[config.mk]
export PLATFORM = sky130hd
export DESIGN_NAME = pc_fetch_unit
export DESIGN_NICKNAME = d
export VERILOG_FILES = /design/src/rtl/riscv_pkg.sv /design/src/rtl/pc_fetch_unit.sv
export SDC_FILE = /design/constraint.sdc
export NUM_CORES = 1
export LEC_CHECK = 0
export BUFFER_PORTS_ARGS = -buffer_cell sky130_fd_sc_hd__buf_2
export CAP_MARGIN = 0
export CORE_MARGIN = 2
export CORE_UTILIZATION = 45
export CTS_CLUSTER_SIZE = 16
export DETAILED_ROUTE_END_ITERATION = 7
export PLACE_DENSITY = 0.81
export SKIP_LAST_GASP = 1
export SLEW_MARGIN = 5
export SYNTH_ARGS = -nofsm -noshare
export SYNTH_HDL_FRONTEND = slang
export SYNTH_SLANG_ARGS = --single-unit
[constraint.sdc]
create_clock -name clk -period 3.34 [get_ports clk]
set_input_delay 0.334 -clock clk [delete_from_list [all_inputs] [get_ports clk]]
set_output_delay 0.334 -clock clk [all_outputs]
set_load 0.02 [all_outputs]
[src/rtl/riscv_pkg.sv]
// Shared core definitions: data width, default reset vector, fetch FSM states.
package riscv_pkg;

    localparam int XLEN = 32;
    localparam logic [31:0] DEFAULT_RESET_VECTOR = 32'h0000_0000;
    localparam logic [1:0] INSTR_ALIGN_MASK = 2'b11;

    typedef enum logic [2:0] {
        IDLE,
        FETCH,
        WAIT,
        HOLD,
        TRAP
    } fetch_state_t;

endpackage

[src/rtl/pc_fetch_unit.sv]
// PC register and single-outstanding instruction-fetch sequencer with
// branch/JAL/JALR redirect and misaligned-target trap.
module pc_fetch_unit #(
    parameter int XLEN = riscv_pkg::XLEN,
    parameter logic [XLEN-1:0] RESET_VECTOR = riscv_pkg::DEFAULT_RESET_VECTOR
) (
    input  logic            clk,
    input  logic            rst,
    output logic [XLEN-1:0] pc,
    input  logic [XLEN-1:0] pc_add4,
    input  logic            redirect_valid,
    input  logic            redirect_sel,
    input  logic [XLEN-1:0] redirect_pc_imm,
    input  logic [XLEN-1:0] jalr_target,
    output logic            imem_req_valid,
    output logic [XLEN-1:0] imem_req_addr,
    input  logic            imem_req_ready,
    input  logic            imem_rsp_valid,
    input  logic [31:0]     imem_rsp_data,
    output logic            if_valid,
    output logic [XLEN-1:0] if_pc,
    output logic [31:0]     if_instr,
    input  logic            if_ready,
    output logic            misalign_trap
);
    import riscv_pkg::*;

    fetch_state_t    state, state_nxt;
    logic [XLEN-1:0] pc_nxt;
    logic            drop, drop_nxt;
    logic            trap_pend, trap_pend_nxt;
    logic            trap_nxt;
    logic            capture;
    logic            redir;
    logic            misaligned;
    logic [XLEN-1:0] target_raw;
    logic [XLEN-1:0] target;

    // JALR clears bit 0 of its target; branch/JAL targets pass through untouched.
    assign target_raw = redirect_sel ? jalr_target : redirect_pc_imm;
    assign target     = {target_raw[XLEN-1:1], target_raw[0] & ~redirect_sel};
    assign misaligned = (target[1:0] & INSTR_ALIGN_MASK) != 2'b00;
    assign redir      = redirect_valid && (state != IDLE);

    assign imem_req_valid = (state == FETCH);
    assign imem_req_addr  = pc;
    assign if_valid       = (state == HOLD);

    always_ff @(posedge clk or posedge rst) begin
        if (rst) begin
            state         <= IDLE;
            pc            <= RESET_VECTOR;
            drop          <= 1'b0;
            trap_pend     <= 1'b0;
            misalign_trap <= 1'b0;
            if_pc         <= '0;
            if_instr      <= '0;
        end else begin
            state         <= state_nxt;
            pc            <= pc_nxt;
            drop          <= drop_nxt;
            trap_pend     <= trap_pend_nxt;
            misalign_trap <= trap_nxt;
            if (capture) begin
                if_pc    <= pc;
                if_instr <= imem_rsp_data;
            end
        end
    end

    // trap_pend remembers that a dropped in-flight response must land in TRAP.
    always_comb begin
        state_nxt     = state;
        pc_nxt        = pc;
        drop_nxt      = drop;
        trap_pend_nxt = trap_pend;
        trap_nxt      = 1'b0;
        capture       = 1'b0;
        case (state)
            IDLE: state_nxt = FETCH;
            FETCH: begin
                if (redir) begin
                    if (misaligned) begin
                        trap_nxt = 1'b1;
                        if (imem_req_ready) begin
                            drop_nxt      = 1'b1;
                            trap_pend_nxt = 1'b1;
                            state_nxt     = WAIT;
                        end else begin
                            state_nxt = TRAP;
                        end
                    end else begin
                        pc_nxt = target;
                        if (imem_req_ready) begin
                            drop_nxt      = 1'b1;
                            trap_pend_nxt = 1'b0;
                            state_nxt     = WAIT;
                        end
                    end
                end else if (imem_req_ready) begin
                    state_nxt = WAIT;
                end
            end
            WAIT: begin
                if (redir) begin
                    if (misaligned) begin
                        trap_nxt = 1'b1;
                        if (imem_rsp_valid) begin
                            drop_nxt      = 1'b0;
                            trap_pend_nxt = 1'b0;
                            state_nxt     = TRAP;
                        end else begin
                            drop_nxt      = 1'b1;
                            trap_pend_nxt = 1'b1;
                        end
                    end else begin
                        pc_nxt        = target;
                        trap_pend_nxt = 1'b0;
                        if (imem_rsp_valid) begin
                            drop_nxt  = 1'b0;
                            state_nxt = FETCH;
                        end else begin
                            drop_nxt = 1'b1;
                        end
                    end
                end else if (imem_rsp_valid) begin
                    if (drop) begin
                        drop_nxt      = 1'b0;
                        trap_pend_nxt = 1'b0;
                        state_nxt     = trap_pend ? TRAP : FETCH;
                    end else begin
                        capture   = 1'b1;
                        state_nxt = HOLD;
                    end
                end
            end
            HOLD: begin
                if (redir) begin
                    if (misaligned) begin
                        trap_nxt  = 1'b1;
                        state_nxt = TRAP;
                    end else begin
                        pc_nxt    = target;
                        state_nxt = FETCH;
                    end
                end else if (if_ready) begin
                    pc_nxt    = pc_add4;
                    state_nxt = FETCH;
                end
            end
            TRAP: begin
                if (redir) begin
                    if (misaligned) begin
                        trap_nxt = 1'b1;
                    end else begin
                        pc_nxt    = target;
                        state_nxt = FETCH;
                    end
                end
            end
            default: state_nxt = IDLE;
        endcase
    end

endmodule
# Yosys cells after proc, flatten, opt, wreduce, memory -nomap -nowiden
# Index checks and enable logic that the tools add are counted.
[totals]
regBits = 102
latchBits = 0
mem_bits_rw = 0
rom_bits = 0
output_inout_bits = 131
word_cells = 78
n_memories = 0
[op_classes]
add_sub_neg = 0
mul = 0
n_div = 0
magnitude_cmp = 0
n_eq_ne = 13
shifts = 0
n_mux = 44
bitwise_logic = 2
reduce_logical = 12
[ops]
columns = ["operator", "n"]
rows = [
  ["2-to-1 mux 32 bit", 5],
  ["one-hot mux 32 bit (2 select lines)", 1],
  ["2-to-1 mux 3 bit", 16],
  ["2-to-1 mux 1 bit", 19],
  ["one-hot mux 3 bit (5 select lines)", 1],
  ["AND reduction 4 bit", 2],
  ["equality test 3 x 2 -> 1 bit, second input constant", 2],
  ["!= test 2 x 1 -> 1 bit, second input constant", 3],
  ["!= test 2 bit, second input constant", 3],
  ["!= test 3 bit, second input constant", 2],
  ["nonzero test 2 bit", 3],
  ["AND reduction 5 bit", 1],
  ["one-hot mux 1 bit (2 select lines)", 2],
  ["OR reduction 4 bit", 1],
  ["equality test 3 x 1 -> 1 bit, second input constant", 1],
  ["equality test 3 bit, second input constant", 1],
  ["logical NOT 3 bit", 1],
  ["!= test 3 x 1 -> 1 bit, second input constant", 1],
  ["AND reduction 3 bit", 1],
  ["nonzero test 3 bit", 1],
  ["OR reduction 3 bit", 1],
  ["bitwise AND 1 bit", 1],
  ["logical AND 1 bit", 1],
  ["NOT 1 bit", 1],
]

# Depth between registers and ports, before layout
# Gate-level depths: netlist of the first run.
[logic_depth]
depth_word = 6
ltp_mapped = 8
depth_no_buf = 5

# Least setup slack after synthesis of the first run
# No wires, ideal clock.
[synth_timing]
path_type = "flip-flop to flip-flop"
from = "register state[2]"
to = "register pc[0] (netlist: imem_req_addr[0])"
setup_ns = 0.121
arrival_ns = 1.602
t_required_ns = 3.219
path_slack_ns = 1.617
stages_incl_launch_ff = 7
period_less_slack_ns = 1.723
cell_sequence = "dfrtp_1 > buf_2 > maj3_2 > a21oi_4 > buf_2 > nor2_1 > a22o_1"
[synth_between]
elab_chain_len = 4
[synth_lines]
columns = ["element", "line", "rtl"]
rows = [
  ["from (decl)", "pc_fetch_unit.sv:28", "fetch_state_t state, state_nxt;"],
  ["from (signal assigned)", "pc_fetch_unit.sv:59", "state <= state_nxt;"],
  ["equality test 3 x 1 -> 1 bit (tied with other cells)", "pc_fetch_unit.sv:79", "case (state)"],
  ["OR reduction 3 bit (no line) / logical AND 1 bit (equally long branches)", "n/a", ""],
  ["!= test 2 x 1 -> 1 bit (no line) (tied with other cells)", "n/a", ""],
  ["AND reduction 3 bit (no line) / one-hot mux 32 bit (2 select lines) (equally long branches)", "n/a", ""],
  ["to (signal assigned)", "pc_fetch_unit.sv:60", "pc <= pc_nxt;"],
  ["to (decl)", "pc_fetch_unit.sv:9", "output logic [XLEN-1:0] pc,"],
]
# Parallel ways exist; a longest one is shown, timed or not.
# A chain may end at the register's enable or synchronous reset.

# Final worst setup path of the first run
[layout_timing]
from = "register state[0]"
to = "register if_instr[12]"
[layout_between]
elab_chain_len = 4
[layout_lines]
columns = ["element", "line", "rtl"]
rows = [
  ["nonzero test 3 bit", "pc_fetch_unit.sv:43", "assign redir = redirect_valid && (state != IDLE);"],
  ["logical AND 1 bit", "pc_fetch_unit.sv:43", ""],
  ["2-to-1 mux 1 bit", "pc_fetch_unit.sv:105", "if (redir) begin"],
  ["2-to-1 mux 1 bit *", "pc_fetch_unit.sv:79", ""],
  ["to (signal assigned)", "pc_fetch_unit.sv:66", "if_instr <= imem_rsp_data;"],
  ["to (decl)", "pc_fetch_unit.sv:22", "output logic [31:0] if_instr,"],
]
# Mark *: on every way between the ends. The rest lies on a longest branch, timed or not.

==> results of run 1 <==
routing by layer:
metal / wire, um / share of wire
met5: 0 / 0
met4: 263 / 0.020
met3: 849 / 0.065
met2: 6807 / 0.52
met1: 5165 / 0.39
logic make-up after synthesis:
logic type               Yosys count  share of synthesized area
AND/OR/NAND/NOR                   69                    0.06155
multiplexers                      72                     0.1644
buffers and inverters             66                    0.09028
AO/OA/AOI/OAI                    106                     0.1582
adder cells (fa/ha/maj)            1                   0.002308
flip-flops                       102                     0.5232
state kept, by name, summed over array words and instances (netlist names):
signal	flops
imem_req_addr	32
state	3
drop	1
trap_pend	1
if_instr	32
misalign_trap	1
if_pc	32
layout by cell type, fill, tap and decap left out, types with 5 or more instances in the layout:
cell type  count
buf_2        264
dfrtp_1      102
mux2_2        60
nor2_1        34
o22a_1        23
a31oi_1       22
a22oi_1       21
nand2_1       19
o21ai_1       11
clkbuf_8       9
o21ai_0        8
mux2i_1        7
a21oi_1        6
mux2_1         5
inv_6          5
area by class of cell:
| class | instances | area, um2 |
|---|---|---|
| fillers | 916 | 4478 |
| flip-flops and latches | 102 | 2552 |
| multi-input cells | 248 | 1899 |
| repair buffers | 270 | 1391 |
| well taps | 140 | 175.2 |
| clock buffers | 9 | 123.9 |
| clock inverters | 7 | 60.06 |
| inverters | 4 | 17.52 |
how the worst min path moves through the flow:
stage / startpoint / slack [ps] / to / cells past startpoint
floorplan: imem_rsp_data[13] / 470 / if_instr[13] / 1
global placement: if_pc[8] / 470 / if_pc[8] / 1
detailed placement: if_instr[13] / 480 / if_instr[13] / 1
CTS: imem_rsp_data[13] / 160 / if_instr[13] / 2
global route: imem_rsp_data[13] / 140 / if_instr[13] / 2
finish: imem_rsp_data[13] / 170 / if_instr[13] / 2
worst register-to-register path, stage by stage (launching register included):
cell and delay, ps:
dfrtp_1 530, nand2b_1 200, nor2_1 70, and2_1 220, nand2_2 550, buf_12 340
mux2_2 400
power groups by stage:
stage | logic [uW] | registers, uW | clock network (uW)
global placement | 3020 | 2130 | 0
CTS | 3090 | 2150 | 763
detailed placement | 3090 | 2170 | 0
global route | 3280 | 2210 | 833
finish | 3060 | 2140 | 743
floorplan | 1860 | 2640 | 0
cell usage after synthesis (all sizes together):
master   number  share of area
a2bb2oi       1         0.0018
or3b          1         0.0018
mux2         65           0.15
and2          3         0.0038
nand2        20          0.016
a22oi        21          0.032
inv           4         0.0031
o32ai         1         0.0018
o21ai        19          0.019
a22o          3         0.0072
nor3b         2         0.0031
clkbuf       10         0.0077
o41ai         2         0.0036
o31ai         2         0.0031
buf          52          0.080
o31a          2         0.0036
o22a         23          0.041
nor3          2         0.0021
dfrtp       102           0.52
maj3          1         0.0023
a21boi        1         0.0015
nand2b        4         0.0051
a21oi         8          0.013
a211oi        1         0.0015
nor2b         1         0.0013
a31oi        22          0.028
or2           1         0.0013
nor2         34          0.026
mux2i         7          0.014
nand3         1         0.0010
metrics by stage:
step | worst slack [ps] | cell area [um2] | power (uW)
after floorplan | 330.5 | 4878 | 4498
after global placement | 1045 | 6036 | 5150
after detailed placement | 943.4 | 6036 | 5263
after CTS | 925.2 | 6220 | 6003
after global routing | 753.2 | 6220 | 6326
final | 938.4 | 6220 | 5944
==> impl_metrics.csv, run 1 <==
group,metric,value,unit
setup_path,rrSetupSlack,940,ps
sta,period_needed,2402,ps
place,dp_cells,764,
setup_path,cpLargestDelayFamily,"simple AND/OR/NAND/NOR gates",
setup_path,worstSetupStartpointType,"flip-flop",
floorplanning,fp-row-count,38,
grt,grt_overflow,0,
setup_path,critical_path.cell_chain,"nand2b_1 -> nor2_1 -> and2_1 -> nand2_2 -> buf_12 -> mux2_2",
clock_network,clock_path_buffers,2,
power,switching_share,0.4601,
sta,totalNegativeSetupSlack,0,ps
power,seq_power_share,0.360,
power,peakVddDrop,0.4874,mV
power,p_comb_frac,0.515,
sta,fin_crit_sh,0.7191,
status,status,"finished, final reports clean",
grt,grt_use_met3,0.04039,
place,numPortBuffers,264,
setup_path,rr_worst_depth,6,
route,drt_wl_total,13090,um
setup_path,r2r-start,"state[0]",
grt,grtUsageMet1,0.2599,
floorplanning,io_pins,266,
logic_synthesis,synthesis.area,0.004878,mm2
final_layout,syn2layout_area_growth,27.49,%
setup_path,crit_type,"reg2reg",
route,vias,4132,
grt,grt_pass1_wl,19310,um
logic_synthesis,ys_warn_count,0,
route,viasPerCell,5.297,
route,ant_nets,0,
power,powerDensity,955.7,mW/mm2
sta,hold_violations,0,
sta,maxSlewHeadroom,0.2880,
power,p_switching,2735,uW
floorplanning,die_area,0.01169,mm2
clock_network,numCtsBuffers,9,
setup_path,path_buf_inv,1,
clock_network,cts_tree,"yes",
sta,grt_setup_unrepaired,"no",
floorplanning,design.core.area,0.01070,mm2
grt,grt_busiest_layer,"met2",
logic_synthesis,yosysUniqueCellTypes,37,
setup_path,crit_path_end,"if_instr[12]",
clock_network,cts_max_level,3,
setup_path,crit_path_start,"state[0]",
final_layout,finalNonFillerCells,780,
setup_path,slowest_stage,"nand2_2",
clock_network,clkTransAtPathRegs,110,ps
grt,global_route.usage.met2,0.3796,
setup_path,cp.depth,6,
final_layout,utilization,0.5814,
setup_path,crit_path_end_kind,"flip-flop",
setup_path,critical_path_arrival,2660,ps
clock_network,clock-sinks,102,
route,firstDrtPassIters,4,
floorplanning,fp.dieH,108.1,um
grt,antenna_found_initial,0,
floorplanning,fp.dieW,108.1,um
grt,first_global_vias,3835,
job,drv_cap,0,
grt,grt_use_total,0.2144,
setup_path,cp.required,3590,ps
clock_network,cts_root_buffer,"clkbuf_8",
final_layout,drive_gt1_frac,0.5531,
final_layout,n_antenna_cell,0,
setup_path,slowest_delay,550,ps
sta,clock.fmax,416.4,MHz
power,leakage,0.003298,uW
power,clockPowerShare,0.125,
logic_synthesis,ys_ff_latch,102,
clock_network,clk_latency,370,ps
sta,setup_viol,0,
clock_network,hold_buffers,0,
logic_synthesis,syn_avg_cell_area,11.73,um2
route,drc_errors,0,
clock_network,cts_resized,0,
grt,grt_max_degree,90,
setup_path,r2r_end,"if_instr[12]",
setup_path,critPathMaxFanout,37,
logic_synthesis,netlist_instances,416,
hold_path,hp-class,"in2reg",
sta,finalMaxSlewViolations,0,
power,p_int,3210,uW
final_layout,fin_nets,770,
logic_synthesis,synth_nets,551,
logic_synthesis,synth_seq_area_share,0.5232,
place,gp_congestion,0.9210,
route,first_iter_violations,280,
sta,worst_pin_slew,1068,ps
floorplanning,start_util,0.4560,
route,post_drt_wl_per_cell,16.78,um
place,dp_hpwl,9969,um
clock_network,post_cts_buffers,0,
sta,clock_skew,13.54,ps
sta,fin_worst_hold_slack,170.4,ps
(Power assumes the default switching activity.)
==> run 2: changes to the inputs <==
--- a/config.mk
+++ b/config.mk
@@ -5,10 +5,11 @@
 export SDC_FILE = /design/constraint.sdc
 export NUM_CORES = 1
 export LEC_CHECK = 0
+export ABC_AREA = 1
 export BUFFER_PORTS_ARGS = -buffer_cell sky130_fd_sc_hd__buf_2
 export CAP_MARGIN = 0
 export CORE_MARGIN = 2
-export CORE_UTILIZATION = 45
+export CORE_UTILIZATION = 46
 export CTS_CLUSTER_SIZE = 16
 export DETAILED_ROUTE_END_ITERATION = 7
 export PLACE_DENSITY = 0.81
==> constraint.sdc (replaced) <==
create_clock -name clk -period 2.3 [get_ports clk]
set_input_delay 0.23 -clock clk [delete_from_list [all_inputs] [get_ports clk]]
set_output_delay 0.23 -clock clk [all_outputs]
set_load 0.02 [all_outputs]
==> impl_metrics.csv, run 2 <==
group,metric,value,unit
sta,worst_pin_slew,718.7,ps
logic_synthesis,ys_top_cells_by_area,"dfrtp_1, nand2_1, nand3_1",
logic_synthesis,synth_nets,843,
grt,grt_use_total,0.2506,
status,status,"finished, final reports clean",
setup_path,slowest_stage,"dfrtp_1",
logic_synthesis,netlist_instances,708,
sta,worst_slack,433.0,ps
setup_path,slowest_delay,430,ps
final_layout,fin_area,0.006792,mm2
route,first_iter_violations,352,
place,dp_hpwl,11530,um
final_layout,multiInputGateArea,0.002038,mm2
setup_path,path_buf_inv,1,
grt,grt_pass1_wl,24940,um
power,p_comb_frac,0.541,
final_layout,n_antenna_cell,0,
sta,clock_skew,11.54,ps
setup_path,cp.required,2520,ps
power,p_int,5184,uW
setup_path,critical_path.cell_chain,"nor2_1 -> nand2_1 -> nand2_2 -> nand3_1 -> nand2_1 -> nand3_1 -> buf_4 -> nand2_1 -> nand2_1",
hold_path,worstHoldStart,"pc_add4[0]",
power,clockPowerShare,0.142,
place,numPortBuffers,264,
grt,grt_max_degree,45,
place,place_area,0.006501,mm2
logic_synthesis,ys_dominant_reg_cell,"dfrtp_1",
final_layout,fillers,1044,
setup_path,critPathMostFrequentCell,"nand2_1",
floorplanning,die_area,0.01223,mm2
logic_synthesis,synth_top_area_share,0.4885,
setup_path,critical_path_arrival,2080,ps
logic_synthesis,ys_async_sr_fraction,1.000,
power,leakage,0.004138,uW
logic_synthesis,ys_top_cells_by_count,"nand2_1, nand3_1, dfrtp_1",
power,seq_power_share,0.318,
sta,finalMaxSlewViolations,0,
clock_network,clk_latency,340,ps
sta,grt_setup_unrepaired,"no",
floorplanning,fp.dieH,110.6,um
power,switching_share,0.4901,
route,drt_wl_total,15390,um
logic_synthesis,yosys.cell_count.top_type,"nand2_1",
logic_synthesis,synth_edf_count,0,
logic_synthesis,yosysUniqueCellTypes,22,
clock_network,cts_root_buffer,"clkbuf_16",
sta,setup_viol,0,
logic_synthesis,ys_ff_latch,102,
hold_path,hp-class,"in2reg",
clock_network,clock-sinks,102,
place,gp_congestion,0.9115,
place,preCtsSetupSlack,456.3,ps
clock_network,clkTransAtPathRegs,80,ps
sta,hold_violations,0,
floorplanning,design.core.area,0.01098,mm2
grt,first_global_vias,4938,
sta,period_needed,1867,ps
floorplanning,fp-row-count,38,
floorplanning,io_pins,266,
route,viasPerCell,4.888,
power,peakVddDrop,0.9306,mV
clock_network,clock_path_buffers,2,
setup_path,crit_path_end_kind,"flip-flop",
clock_network,cts_tree,"yes",
logic_synthesis,ys_warn_count,0,
sta,clock.fmax,535.6,MHz
final_layout,syn2layout_area_growth,29.98,%
setup_path,rrSetupSlack,430,ps
sta,fin_worst_hold_slack,119.9,ps
job,drv_cap,0,
route,vias,5255,
logic_synthesis,syn_avg_cell_area,7.380,um2
final_layout,seq_area,0.002552,mm2
logic_synthesis,synthesis.area,0.005225,mm2
route,firstDrtPassIters,7,
final_layout,layout_common_cells,"nand2_1, buf_2, nand3_1",
final_layout,drive_gt1_frac,0.3337,
floorplanning,start_util,0.4757,
clock_network,cts_resized,0,
setup_path,critPathMaxFanout,16,
setup_path,worstSetupStartpointType,"flip-flop",
clock_network,numCtsBuffers,9,
route,drc_errors,0,
logic_synthesis,yosys.area.top_type,"dfrtp_1",
setup_path,crit_path_start,"state[0]",
setup_path,cpLargestDelayFamily,"simple AND/OR/NAND/NOR gates",
sta,totalNegativeSetupSlack,0,ps
clock_network,cts_max_level,3,
logic_synthesis,synth_seq_area_share,0.4885,
setup_path,r2r-start,"state[0]",
sta,maxSlewHeadroom,0.5197,
power,powerDensity,1497,mW/mm2
grt,grt_overflow,0,
setup_path,crit_type,"reg2reg",
sta,fin_crit_sh,0.8117,
route,post_drt_wl_per_cell,14.31,um
final_layout,layout_commonest_cell,"nand2_1",
grt,antenna_found_initial,0,
route,ant_nets,0,
floorplanning,fp.dieW,110.6,um
power,p_switching,4983,uW
final_layout,fin_nets,1066,
==> run 2: path summary, 6_finish.rpt <==
| check | end | cells past startpoint |
|---|---|---|
| max in group asynchronous | imem_req_addr[17] | 4 |
| setup reg to reg | imem_req_addr[9] | 9 |
| hold / removal | imem_req_addr[0] | 3 |
| min in group asynchronous | if_instr[8] | 3 |
| setup / recovery | imem_req_addr[9] | 9 |
| hold reg to reg | if_instr[13] | 2 |
==> run 2: layout make-up <==
class,instances,share of cell area
clock inverter,6,0.008106
inverter,62,0.03482
multi-input combinational,474,0.3001
sequential,102,0.3758
tap,140,0.02579
timing repair buffer,282,0.2222
clock buffer,9,0.03316
==> run 2: worst min-delay path, delay by kind of cell <==
family / cells / cell delay (ps)
buffers and inverters: 1 / 70
AND/OR/NAND/NOR: 2 / 120
==> run 2: what timing repair did <==
item                                   in CTS  in global routing
endpoints found under the hold margin      16                  0
buffers inserted                            0                  0
hold buffers                                1                  0
==> run 2: power by group through the flow <==
stage                     sequential (uW)  clock, uW  combinational, uW
after CTS                            3230       1470               5570
after detailed placement             3240          0               5570
after floorplan                      4150          0               2980
after global routing                 3340       1560               6080
after global placement               3220          0               5440
final                                3230       1440               5500
==> run 2: cells by family after synthesis <==
kind of cell	Yosys count	synth area share
DFF	102	0.4885
AOI/OAI and AO/OA	36	0.03568
muxes	6	0.01293
and+or+nand+nor	432	0.3405
buffers and inverters	132	0.1224
==> run 2: metal layers <==
metal / share of wire / track usage / vias to the layer above
li1: - / - / 2606
met1: 0.41 / 0.3220 / 2387
met2: 0.50 / 0.4323 / 245
met3: 0.077 / 0.05214 / 17
met4: 0.015 / 0.06500 / 0
met5: 0 / 0 / -
==> run 2: through the flow <==
step,instances,total power (uW),util
6_report,1075,10170,0.6184
5_1_grt,1075,10980,0.6184
4_1_cts,1075,10280,0.6184
3_5_place_dp,1059,8816,0.5919
3_3_place_gp,1059,8661,0.5919
2_1_floorplan,708,7137,-
==> run 3: changes to the inputs <==
==> constraint.sdc (replaced) <==
create_clock -name clk -period 1.9 [get_ports clk]
set_input_delay 0.19 -clock clk [delete_from_list [all_inputs] [get_ports clk]]
set_output_delay 0.19 -clock clk [all_outputs]
set_load 0.02 [all_outputs]
==> impl_metrics.csv, run 3 (synthesis gave the netlist of run 2 again) <==
group,metric,value,unit
sta,finalMaxSlewViolations,0,
sta,clock_skew,12.15,ps
grt,first_global_vias,5101,
route,viasPerCell,4.900,
setup_path,critical_path_arrival,1920,ps
place,gp_congestion,0.8880,
sta,hold_violations,0,
power,leakage,0.004164,uW
floorplanning,start_util,0.4757,
place,dp_cells,1064,
power,p_switching,6016,uW
final_layout,layout_commonest_cell,"nand2_1",
floorplanning,design.core.area,0.01098,mm2
place,dp_hpwl,11470,um
setup_path,crit_type,"reg2reg",
floorplanning,die_area,0.01223,mm2
floorplanning,fp.dieW,110.6,um
clock_network,cts_max_level,3,
grt,grt_use_total,0.2502,
final_layout,layout_common_cells,"nand2_1, buf_2, nand3_1, dfrtp_1, inv_1",
clock_network,cts_root_buffer,"clkbuf_16",
sta,setup_viol,0,
sta,maxSlewHeadroom,0.5616,
setup_path,critPathMaxFanout,44,
job,drv_cap,0,
grt,grt_pass1_wl,25070,um
sta,fin_crit_sh,0.9089,
status,status,"finished, final reports clean",
power,peakVddDrop,1.029,mV
floorplanning,fp-row-count,38,
setup_path,cp.required,2100,ps
place,numPortBuffers,264,
final_layout,fin_area,0.006838,mm2
final_layout,finalNonFillerCells,1083,
place,place_area,0.006526,mm2
clock_network,cts_tree,"yes",
route,drc_errors,0,
route,vias,5307,
sta,totalNegativeSetupSlack,0,ps
sta,fin_worst_hold_slack,73.38,ps
power,switching_share,0.4867,
route,drt_wl_total,15240,um
clock_network,numCtsBuffers,9,
power,clockPowerShare,0.142,
clock_network,clk_latency,340,ps
power,p_comb_frac,0.542,
clock_network,clock-sinks,102,
sta,grt_setup_unrepaired,"no",
power,p_int,6345,uW
clock_network,clock_path_buffers,2,
grt,grt_max_degree,45,
power,seq_power_share,0.315,
sta,period_needed,1727,ps
hold_path,hp-class,"in2reg",
setup_path,worstSetupStartpointType,"flip-flop",
final_layout,syn2layout_area_growth,30.87,%
power,p_total,12360,uW
grt,antenna_found_initial,2,
power,powerDensity,1808,mW/mm2
route,post_drt_wl_per_cell,14.07,um
sta,clock.fmax,579.0,MHz
sta,worst_pin_slew,656.2,ps
route,firstDrtPassIters,7,
floorplanning,io_pins,266,
floorplanning,fp.dieH,110.6,um
grt,grt_overflow,0,
final_layout,fin_nets,1071,
clock_network,clkTransAtPathRegs,80,ps
route,ant_nets,0,
final_layout,drive_gt1_frac,0.3390,
route,first_iter_violations,358,
setup_path,crit_path_end_kind,"flip-flop",
==> run 3: layer usage <==
layer  track usage  share of wire  vias to the layer above
met2        0.4286           0.49                      250
met4       0.07167          0.019                        0
met3       0.04885          0.074                       21
met5             0              0                        -
met1        0.3233           0.42                     2412
li1              -              -                     2624
==> run 3: stage by stage <==
stage,util,worst slack (ps)
global placement,0.5942,142.3
floorplan,-,249.4
finish,0.6226,173.0
detailed placement,0.5942,136.0
CTS,0.6217,113.0
global route,0.6224,2.854
==> run 3: path summary, 6_finish.rpt <==
check / from / endpoint / slack, ps / cells past startpoint
min reg2reg: if_instr[15] / if_instr[15] / 470 / 2
min in group asynchronous: rst / if_instr[8] / 500 / 3
min: pc_add4[0] / imem_req_addr[0] / 70 / 3
max reg2reg: state[0] / if_pc[2] / 170 / 9
max: state[0] / if_pc[2] / 170 / 9
max in group asynchronous: rst / imem_req_addr[10] / 770 / 4
==> run 3: power by group through the flow <==
stage               clock network (uW)  logic (uW)  registers (uW)
global placement                     0        6610            3900
floorplan                            0        3610            5030
finish                            1760        6700            3900
CTS                               1810        6770            3900
global route                      1900        7450            4040
detailed placement                   0        6770            3920
==> run 3: area by class of cell <==
cell class / count / area, um2
fillers: 1033 / 4145
flip-flops and latches: 102 / 2552
multi-input cells: 474 / 2043
repair buffers: 287 / 1534
clock buffers: 10 / 239.0
inverters: 62 / 236.5
well taps: 140 / 175.2
clock inverters: 6 / 52.55
diodes: 2 / 5.005
==> run 3: what timing repair did <==
action / 4_1_cts / 5_1_grt
gates resized for setup: 0 / 1
endpoints found under the hold margin: 27 / 0
buffers inserted: 0 / 0
hold buffers: 1 / 0
endpoints found under the setup margin: 0 / 26
==> run 3: worst max-delay path, cell delays in order, from the launching register on <==
cell and delay [ps]:
dfrtp_1 420, nor2_1 150, nand2_1 80, nand2_2 140, inv_2 70, nor3_4 180, nand2_2 80, buf_4 260
nand2_1 110, o21ai_0 70
